--- src/rtl/fetch_controller.sv ---
// fetch_controller
//   Owns the fetch program counter. It issues one instruction-memory request
//   at a time over a req/ack handshake and hands each fetched word to decode
//   over a valid/ready handshake. Branch, jump and trap redirects are applied
//   in every state. If a redirect arrives while a request is still waiting for
//   its ack, that request is allowed to finish, and its response is discarded.
//
// Parameters
//   BOOT_ADDRESS   PC value loaded on reset
//
// Ports
//   clk            in   1   system clock
//   reset          in   1   synchronous, active-high reset
//   redirect_valid in   1   one-cycle pulse: redirect_addr becomes the next fetch PC
//   redirect_addr  in   32  redirect target
//   imem_req       out  1   fetch request, held until imem_ack
//   imem_addr      out  32  fetch address, stable while imem_req=1
//   imem_ack       in   1   one-cycle response strobe
//   imem_rdata     in   32  instruction word, valid with imem_ack
//   instr_valid    out  1   instr/instr_pc valid for decode
//   instr_ready    in   1   decode accepts instr this cycle
//   instr          out  32  fetched instruction
//   instr_pc       out  32  address instr was fetched from
//   pc             out  32  architectural next-fetch address
//   trap_vector    in   32  handler for misaligned redirect targets   (FETCH_MISALIGN_TRAP_EN)
//   misalign_trap  out  1   one-cycle misaligned-target trap pulse    (FETCH_MISALIGN_TRAP_EN)
//   trap_tval      out  32  offending redirect target                 (FETCH_MISALIGN_TRAP_EN)
//
// Configuration
//   FETCH_MISALIGN_TRAP_EN  When this macro is defined, a redirect whose target
//                           has nonzero low bits is sent to trap_vector and
//                           raises misalign_trap. When it is undefined, the
//                           trap ports do not exist and the low two bits of
//                           every redirect target are cleared.

module fetch_controller #(
    parameter logic [31:0] BOOT_ADDRESS = 32'h0000_0000
) (
    input  logic        clk,
    input  logic        reset,
    input  logic        redirect_valid,
    input  logic [31:0] redirect_addr,
    output logic        imem_req,
    output logic [31:0] imem_addr,
    input  logic        imem_ack,
    input  logic [31:0] imem_rdata,
    output logic        instr_valid,
    input  logic        instr_ready,
    output logic [31:0] instr,
    output logic [31:0] instr_pc,
    output logic [31:0] pc
`ifdef FETCH_MISALIGN_TRAP_EN
    ,
    input  logic [31:0] trap_vector,
    output logic        misalign_trap,
    output logic [31:0] trap_tval
`endif
);

    typedef enum logic [1:0] {
        ST_IDLE  = 2'b00,
        ST_FETCH = 2'b01,
        ST_FLUSH = 2'b10,
        ST_HOLD  = 2'b11
    } state_t;

    state_t      state_r;
    state_t      state_s;
    logic [31:0] pc_r;
    logic [31:0] pc_s;
    logic [31:0] addr_r;
    logic [31:0] addr_s;
    logic [31:0] instr_r;
    logic [31:0] instr_s;
    logic [31:0] instr_pc_r;
    logic [31:0] instr_pc_s;
    logic        valid_r;
    logic        valid_s;
    logic        req_r;
    logic        req_s;
    logic [31:0] target_s;

`ifdef FETCH_MISALIGN_TRAP_EN
    logic        misaligned_s;
    logic        trap_r;
    logic [31:0] tval_r;

    // Redirect target: a misaligned target goes to the (word-aligned) trap vector.
    always_comb begin
        misaligned_s = (redirect_addr[1:0] != 2'b00);
        if (misaligned_s) begin
            target_s = trap_vector & 32'hFFFF_FFFC;
        end else begin
            target_s = redirect_addr;
        end
    end

    // Trap pulse and trap value registers; tval is held until the next trap.
    always_ff @(posedge clk) begin
        if (reset) begin
            trap_r <= 1'b0;
            tval_r <= 32'h0000_0000;
        end else begin
            trap_r <= redirect_valid & misaligned_s;
            if (redirect_valid && misaligned_s) begin
                tval_r <= redirect_addr;
            end
        end
    end

    assign misalign_trap = trap_r;
    assign trap_tval     = tval_r;
`else
    // Redirect target: the low two bits are cleared because fetch is word-aligned.
    always_comb begin
        target_s = redirect_addr & 32'hFFFF_FFFC;
    end
`endif

    // Next-state and next-value logic for the fetch sequencer.
    always_comb begin
        state_s    = state_r;
        pc_s       = pc_r;
        addr_s     = addr_r;
        instr_s    = instr_r;
        instr_pc_s = instr_pc_r;
        valid_s    = valid_r;
        case (state_r)
            ST_IDLE: begin
                state_s = ST_FETCH;
                if (redirect_valid) begin
                    pc_s   = target_s;
                    addr_s = target_s;
                end else begin
                    addr_s = pc_r;
                end
            end
            ST_FETCH: begin
                if (redirect_valid && imem_ack) begin
                    // The request finished in the same cycle, so the new
                    // fetch can start at once. The response is dropped.
                    pc_s   = target_s;
                    addr_s = target_s;
                end else if (redirect_valid) begin
                    // The request is still outstanding. Keep it on the bus
                    // until it is acked, then fetch from the new pc.
                    pc_s    = target_s;
                    state_s = ST_FLUSH;
                end else if (imem_ack) begin
                    instr_s    = imem_rdata;
                    instr_pc_s = addr_r;
                    valid_s    = 1'b1;
                    state_s    = ST_HOLD;
                end else begin
                    state_s = ST_FETCH;
                end
            end
            ST_FLUSH: begin
                if (imem_ack) begin
                    state_s = ST_FETCH;
                    if (redirect_valid) begin
                        pc_s   = target_s;
                        addr_s = target_s;
                    end else begin
                        addr_s = pc_r;
                    end
                end else if (redirect_valid) begin
                    pc_s = target_s;
                end else begin
                    state_s = ST_FLUSH;
                end
            end
            ST_HOLD: begin
                if (redirect_valid) begin
                    // The held word is dropped even if decode is ready in this cycle.
                    valid_s = 1'b0;
                    pc_s    = target_s;
                    addr_s  = target_s;
                    state_s = ST_FETCH;
                end else if (instr_ready) begin
                    valid_s = 1'b0;
                    pc_s    = pc_r + 32'd4;
                    addr_s  = pc_r + 32'd4;
                    state_s = ST_FETCH;
                end else begin
                    state_s = ST_HOLD;
                end
            end
            default: begin
                state_s = ST_IDLE;
                valid_s = 1'b0;
            end
        endcase
        req_s = (state_s == ST_FETCH) || (state_s == ST_FLUSH);
    end

    // State and datapath registers; reset overrides everything, including a pending ack.
    always_ff @(posedge clk) begin
        if (reset) begin
            state_r    <= ST_IDLE;
            pc_r       <= BOOT_ADDRESS;
            addr_r     <= BOOT_ADDRESS;
            instr_r    <= 32'h0000_0000;
            instr_pc_r <= 32'h0000_0000;
            valid_r    <= 1'b0;
            req_r      <= 1'b0;
        end else begin
            state_r    <= state_s;
            pc_r       <= pc_s;
            addr_r     <= addr_s;
            instr_r    <= instr_s;
            instr_pc_r <= instr_pc_s;
            valid_r    <= valid_s;
            req_r      <= req_s;
        end
    end

    assign imem_req    = req_r;
    assign imem_addr   = addr_r;
    assign instr_valid = valid_r;
    assign instr       = instr_r;
    assign instr_pc    = instr_pc_r;
    assign pc          = pc_r;

endmodule

--- config.mk ---
export PLATFORM = sky130hd
export DESIGN_NAME = fetch_controller
export DESIGN_NICKNAME = d
export VERILOG_FILES = /design/src/rtl/fetch_controller.sv
export SDC_FILE = /design/constraint.sdc
export NUM_CORES = 1
export LEC_CHECK = 0
export CAP_MARGIN = 0
export CORE_ASPECT_RATIO = 0.7
export CORE_UTILIZATION = 47
export DETAILED_ROUTE_END_ITERATION = 6
export PLACE_DENSITY = 0.81
export SYNTH_ARGS = -nofsm -noshare
export SYNTH_HDL_FRONTEND = slang
export SYNTH_SLANG_ARGS = --single-unit
--- constraint.sdc ---
create_clock -name clk -period 2.46 [get_ports clk]
set_input_delay 0.369 -clock clk [delete_from_list [all_inputs] [get_ports clk]]
set_output_delay 0.369 -clock clk [all_outputs]
set_load 0.05 [all_outputs]
* Yosys cells after proc, flatten, opt, wreduce, memory -nomap -nowiden
Index checks and enable logic that the tools add are counted.
** Storage, ports and cells
- Bits in registers :: 132
- Input port bits :: 69
- Output and inout bits :: 130
- Word-level logic and storage cells :: 51
** Cells by class
- Add/sub/neg operators :: 1
- Equal/unequal tests :: 11
- Muxes and demuxes :: 22
- Bitwise gates (word level) :: 2
- Reductions and logical operators :: 8
** Operators by type and width (number)
- $mux W32 :: 6
- $pmux W32 S4 :: 1
- $pmux W32 S3 :: 1
- $add A32 B3 Y32 const B :: 1
- $mux W2 :: 7
- $ne A2 B2 Y1 const B :: 5
- $pmux W2 S4 :: 1
- $eq A2 B2 Y1 const B :: 3
- $mux W1 :: 5
- $reduce_and A5 Y1 :: 1
- $eq A2 B1 Y1 const B :: 2
- $reduce_and A4 Y1 :: 1
- $ne A3 B3 Y1 const B :: 1
- $reduce_and A3 Y1 :: 1
- $logic_not A2 Y1 :: 1
- $not A1 Y1 :: 2
- $pmux W1 S2 :: 1
- $reduce_bool A2 Y1 :: 1
- $reduce_or A2 Y1 :: 1
- $logic_and A1 B1 Y1 :: 1
- $logic_or A1 B1 Y1 :: 1

* Longest topological paths before layout
Gate-level depths: netlist of run 1.
- Word-level depth :: 6
- Depth in mapped cells :: 8
- Mapped depth without buffers :: 6

* Worst setup path after synthesis of run 1
OpenSTA, ideal clock, no wires.
- Path kind :: reg-to-reg
- Start point :: register pc_r[2] (netlist: pc[2])
- End point :: register with a tool-made name
- Setup time :: 101 ps
- Data arrival time :: 2405 ps
- Required time :: 2359 ps
- Slack :: -46 ps
- Stages on the path, launching flop included :: 8
- Buffers on the path :: 1
- Period minus slack after synthesis :: 2506 ps
- Path through :: dfxtp_1 > ha_1 > clkbuf_1 > inv_1 > nor4_2 > a311oi_1 > o31a_1 > o41ai_1
** RTL lines
- from (decl) :: line 69 : logic [31:0] pc_r;
- from (signal assigned) :: line 209 : pc_r <= pc_s;

==> results.sh, run 1 <==
export IMPL_firstDrtPassIters=6
export IMPL_critPathArrivalTime_ns=2.55
export IMPL_synth_most_common_cell="nand2_1"
export IMPL_root_buffer="clkbuf_16"
export IMPL_crit_fanout=6
export IMPL_wl_met3_um=2730
export IMPL_place_congestion=0.965
export IMPL_wl_met1_um=9280
export IMPL_synth_edf_count=0
export IMPL_hold_end="pc[3]"
export IMPL_drive_gt1_share_pct=9.65
export IMPL_worst_r2r_cell_count=6
export IMPL_yosys_area_top_type="dfxtp_1"
export IMPL_hp_start="reset"
export IMPL_period_needed_ns=2.21
export IMPL_diodes=0
export IMPL_avgViaCountPerCell=5.93
export IMPL_hold_viol_final=0
export IMPL_synth_cell_types=59
export IMPL_setup_violations=0
export IMPL_antenna_found_initial=0
export IMPL_grt_max_degree=65
export IMPL_timing_rr_start="pc[7]"
export IMPL_placed_cells=1168
export IMPL_clkSinkCount=132
export IMPL_grt_pass1_wl_um=35600
export IMPL_track_usage_pct=32.9
export IMPL_cellLeakagePower_nw=3.31
export IMPL_start_kind="flop"
export IMPL_wl_met2_um=9790
export IMPL_r2r_setup_slack_ns=0.25
export IMPL_clk_path_buf_depth=2
export IMPL_cp_end_kind="flop"
export IMPL_maxSlewViolCount=0
export IMPL_ys_seq_area_share_pct=42.1
export IMPL_grt_pass1_vias=6753
export IMPL_ioPinCount=199
export IMPL_routed_top_layer="met4"
export IMPL_final_nets=1095
export IMPL_synth_cells=827
export IMPL_wl_per_cell_um=18.6
export IMPL_syn_area_per_cell_um2=7.58
export IMPL_gr_total_overflow=0
export IMPL_cts_made_buffers=17
export IMPL_ant_nets=0
export IMPL_drcViolationCount=0
export IMPL_slew_headroom_pct=58.2
export IMPL_drtIter0Drc=687
export IMPL_required_ns=2.79
export IMPL_hold_buffers=0
export IMPL_syn_num_nets=897
export IMPL_mappedNetlistArea_um2=6270
export IMPL_whs_path_depth=2
export IMPL_wirelength_um=22300
export IMPL_rsz0062_at_grt="false"
export IMPL_core_area_um2=12700
export IMPL_fin_crit_sh_pct=89.9
export IMPL_die_h_um=98.6
export IMPL_async_flop_share_pct=0
export IMPL_portBuffers=196
export IMPL_worst_clock_skew_ns=0.0120
export IMPL_hold_path_class="in2reg"
export IMPL_path_class="reg2reg"
export IMPL_syn_to_final_growth_pct=47.7
export IMPL_post_cts_buffers=0
export IMPL_cts_tree="built"
export IMPL_synth_common_cells="nand2_1, dfxtp_1, a21oi_1, clkbuf_1, nor2_1"
export IMPL_p_per_area_nw_per_um2=708
export IMPL_htree_levels=4
export IMPL_ir_drop_uv=588
export IMPL_yosysWarnings=0
export IMPL_die_area_um2=13800
export IMPL_initial_utilization_pct=49.3
export IMPL_synth_top_area_share_pct=42.1
export IMPL_dp_hpwl_um=15500
export IMPL_fmaxAchievable_mhz=452
export IMPL_cts_resized=0
export IMPL_drv_cap=0
export IMPL_path_clk_slew_ns=0.06
export IMPL_clock_latency_ns=0.42
export IMPL_vias=7101
export IMPL_fin_setup_tns_ns=0
export IMPL_ys_seq_elements=132
export IMPL_stdcell_count=1198
export IMPL_status="completed"
export IMPL_die_w_um=140
export IMPL_rows=34
export IMPL_ys_flop_type="dfxtp_1"
export IMPL_synth_area_leaders="dfxtp_1, nand2_1, a21oi_1"
export IMPL_tightest_slew_ns=0.627
## cell type report
type | count | area (µm²)
Clock buffer | 18 | 439
Clock inverter | 12 | 180
Fill cell | 1023 | 3460
Inverter | 12 | 45.0
Multi-Input combinational cell | 610 | 3290
Sequential cell | 132 | 2650
Tap cell | 162 | 203
Timing Repair Buffer | 252 | 2450
## worst max-delay path, cell delays in order, from the launching register on
cell and delay (ns):
dfxtp_1 0.47, and4_1 0.32, nand4_2 0.22, buf_4 0.25, o311ai_0 0.29, o221ai_1 0.29
a211oi_1 0.29
## cell families (layout without fill, tap and decap cells)
logic type / after synthesis / after routing / synth area share [%]
AND/OR/NAND/NOR: 354 / 354 / 25.7
AO/OA/AOI/OAI: 231 / 231 / 22.9
flip-flops: 132 / 132 / 42.1
buffers and inverters: 85 / 294 / 5.51
XOR/XNOR: 13 / 13 / 1.82
multiplexers: 11 / 11 / 1.80
adder cells (fa/ha/maj): 1 / 1 / 0.200
## worst max-delay path by stage
stage / startpoint / endpoint / slack, ns / cells past startpoint
after floorplan: pc[4] / flop / 0.08 / 7
after global placement: instr_ready / imem_addr[26] / 0.22 / 6
after detailed placement: instr_ready / imem_addr[26] / 0.18 / 6
after CTS: flop / pc[23] / 0.27 / 1
after global routing: flop / flop / 0.07 / 6
final: pc[7] / flop / 0.25 / 6
## report_power, final
part / switching (mW) / internal [mW] / leakage [nW]
registers: 0.136 / 2.26 / 1.08
clock network: 0.989 / 1.72 / 0.299
logic: 0.909 / 0.536 / 1.93
total: 2.03 / 4.52 / 3.31
## routing by layer
layer	vias up	track usage, %
li1	3330	-
met2	449	50.4
met1	3273	42.4
met5	-	0
met3	49	12.6
met4	0	11.8
## per-stage QoR
stage / worst slack (ns) / hold slack [ns] / util (%) / power [mW] / cell area (µm²)
3_5_place_dp: 0.184 / 0.446 / 67.9 / 3.86 / 8640
3_3_place_gp: 0.221 / 0.441 / 67.9 / 3.85 / 8640
2_1_floorplan: 0.0819 / 0.505 / - / 3.27 / 6270
5_1_grt: 0.0661 / 0.324 / 72.8 / 6.77 / 9260
6_report: 0.247 / 0.335 / 72.8 / 6.55 / 9260
4_1_cts: 0.273 / 0.318 / 72.8 / 6.55 / 9260
## placed cells by master, fill, tap and decap left out, types with 4 or more instances in the layout
master and count:
dfxtp_1 130, nor3_1 8, or4_1 4, a31oi_1 20, nand2_1 208, o22a_1 5
o21a_1 4, o21ai_0 31, clkdlybuf4s50_1 195, o221ai_1 9, and3_1 8, and2_1 7
clkbuf_16 17, inv_1 12, o31ai_1 4, a21oi_1 102, buf_12 6, o32ai_1 4
xnor2_1 10, mux2i_1 9, and4_1 6, nand4_1 10, bufinv_16 4, nor2_1 41
o211ai_1 4, o22ai_1 8, buf_4 51, nand3_1 27, a211oi_1 7, o41ai_1 5
or3_1 7, nor4_1 8, a311oi_1 7
Note: power is estimated with default switching activity, not from simulation.
==> inputs of run 2 (changes only) <==
CAP_MARGIN = 15   (was 0)
==> results of run 2 <==
Final layout, timing and power as in run 1 (identical DEF).
==> inputs of run 3 (changes only) <==
--- a/constraint.sdc
+++ b/constraint.sdc
@@ -3,2 +3,2 @@
 set_output_delay 0.369 -clock clk [all_outputs]
-set_load 0.05 [all_outputs]
+set_load 0.01 [all_outputs]
==> results.sh, run 3 (synthesis gave the netlist of run 1 again) <==
export IMPL_path_class="reg2reg"
export IMPL_final_nets=1097
export IMPL_clk_path_buf_depth=2
export IMPL_crit_path_start="pc[3]"
export IMPL_fin_hold_ws_ns=0.297
export IMPL_die_w_um=140
export IMPL_timing_rr_start="pc[3]"
export IMPL_start_kind="flop"
export IMPL_worst_r2r_cell_count=6
export IMPL_r2r_setup_slack_ns=0.12
export IMPL_slew_headroom_pct=59.2
export IMPL_post_cts_buffers=0
export IMPL_wirelength_um=22000
export IMPL_htree_levels=4
export IMPL_path_clk_slew_ns=0.06
export IMPL_grt_max_degree=116
export IMPL_hold_path_class="in2reg"
export IMPL_fin_util_pct=73.0
export IMPL_rsz0062_at_grt="false"
export IMPL_diodes=0
export IMPL_cp_end_kind="flop"
export IMPL_dp_hpwl_um=15400
export IMPL_grt_pass1_wl_um=34900
export IMPL_initial_utilization_pct=49.3
export IMPL_cts_made_buffers=17
export IMPL_gr_total_overflow=0
export IMPL_place_ws_ns=0.135
export IMPL_portBuffers=196
export IMPL_required_ns=2.78
export IMPL_drcViolationCount=0
export IMPL_tightest_slew_ns=0.611
export IMPL_setup_violations=0
export IMPL_fin_crit_sh_pct=95.3
export IMPL_vias=7118
export IMPL_clock_latency_ns=0.42
export IMPL_fmaxAchievable_mhz=427
export IMPL_cts_tree="built"
export IMPL_final_cell_mix="nand2_1, clkdlybuf4s50_1, dfxtp_1, a21oi_1, buf_4"
export IMPL_maxSlewViolCount=0
export IMPL_syn_to_final_growth_pct=48.1
export IMPL_clkSinkCount=132
export IMPL_die_h_um=98.6
export IMPL_track_usage_pct=32.4
export IMPL_ioPinCount=199
export IMPL_period_needed_ns=2.34
export IMPL_antenna_found_initial=0
export IMPL_drv_cap=0
export IMPL_critPathArrivalTime_ns=2.66
export IMPL_root_buffer="clkbuf_16"
export IMPL_setup_slack_ns=0.117
export IMPL_firstDrtPassIters=6
export IMPL_ir_drop_uv=571
export IMPL_drtIter0Drc=794
export IMPL_avgViaCountPerCell=5.92
export IMPL_die_area_um2=13800
export IMPL_drive_gt1_share_pct=9.81
export IMPL_grt_pass1_vias=6689
export IMPL_cellLeakagePower_nw=3.33
export IMPL_worst_clock_skew_ns=0.00930
export IMPL_hold_viol_final=0
export IMPL_core_area_um2=12700
export IMPL_hold_buffers=0
export IMPL_p_per_area_nw_per_um2=667
export IMPL_wl_per_cell_um=18.3
export IMPL_fin_setup_tns_ns=0
export IMPL_rows=34
export IMPL_crit_fanout=7
export IMPL_place_congestion=0.980
export IMPL_status="completed"
export IMPL_final_common_cell="nand2_1"
export IMPL_ant_nets=0
export IMPL_cts_resized=0
run 3: changes by cell type in the layout (fill, tap and decap cells not counted), sizes merged:
cell and delta:
inv +5, buf +2, clkinv -2, bufinv -1
run 3: per-layer routing:
metal  global-route usage [%]  part of all wire [%]  vias up
li1                         -                     -     3335
met1                     41.8                    42     3252
met2                     49.0                    43      462
met3                     11.9                    12       69
met4                     13.6                   3.1        0
met5                        0                     0        -
run 3: worst min-delay path by stage:
stage | start | to | slack, ns | cells after the start
final | reset | imem_addr[8] | 0.30 | 4
after detailed placement | instr_pc[12] | instr_pc[12] | 0.45 | 2
after CTS | reset | imem_addr[8] | 0.29 | 4
after global placement | instr[1] | instr[1] | 0.44 | 2
after floorplan | instr[0] | instr[0] | 0.48 | 2
after global routing | reset | imem_addr[8] | 0.33 | 4
run 3: area by class of cell:
type / count / area (µm²)
Fill cell: 975 / 3430
Multi-Input combinational cell: 610 / 3290
Sequential cell: 132 / 2640
Timing Repair Buffer: 254 / 2470
Clock buffer: 18 / 439
Tap cell: 162 / 203
Clock inverter: 14 / 191
Inverter: 12 / 45.0
run 3: power by group:
group	internal (mW)	switching (mW)
Sequential	2.26	0.134
Combinational	0.535	0.540
Clock	1.66	1.06
Total	4.46	1.74
run 3: metrics by stage:
stage | instance area, µm² | instances | total power, mW
after global routing | 9290 | 1202 | 6.43
after detailed placement | 8650 | 1170 | 3.49
final | 9290 | 1202 | 6.19
after CTS | 9290 | 1202 | 6.20
after global placement | 8650 | 1170 | 3.48
after floorplan | 6270 | 827 | 2.90
run 3: worst max-delay path: stages, from the launching register on:
cell	delay, ns
dfxtp_1	0.43
ha_1	0.32
buf_4	0.19
nand4_1	0.20
o211a_1	0.29
or4_1	0.54
a311oi_1	0.28
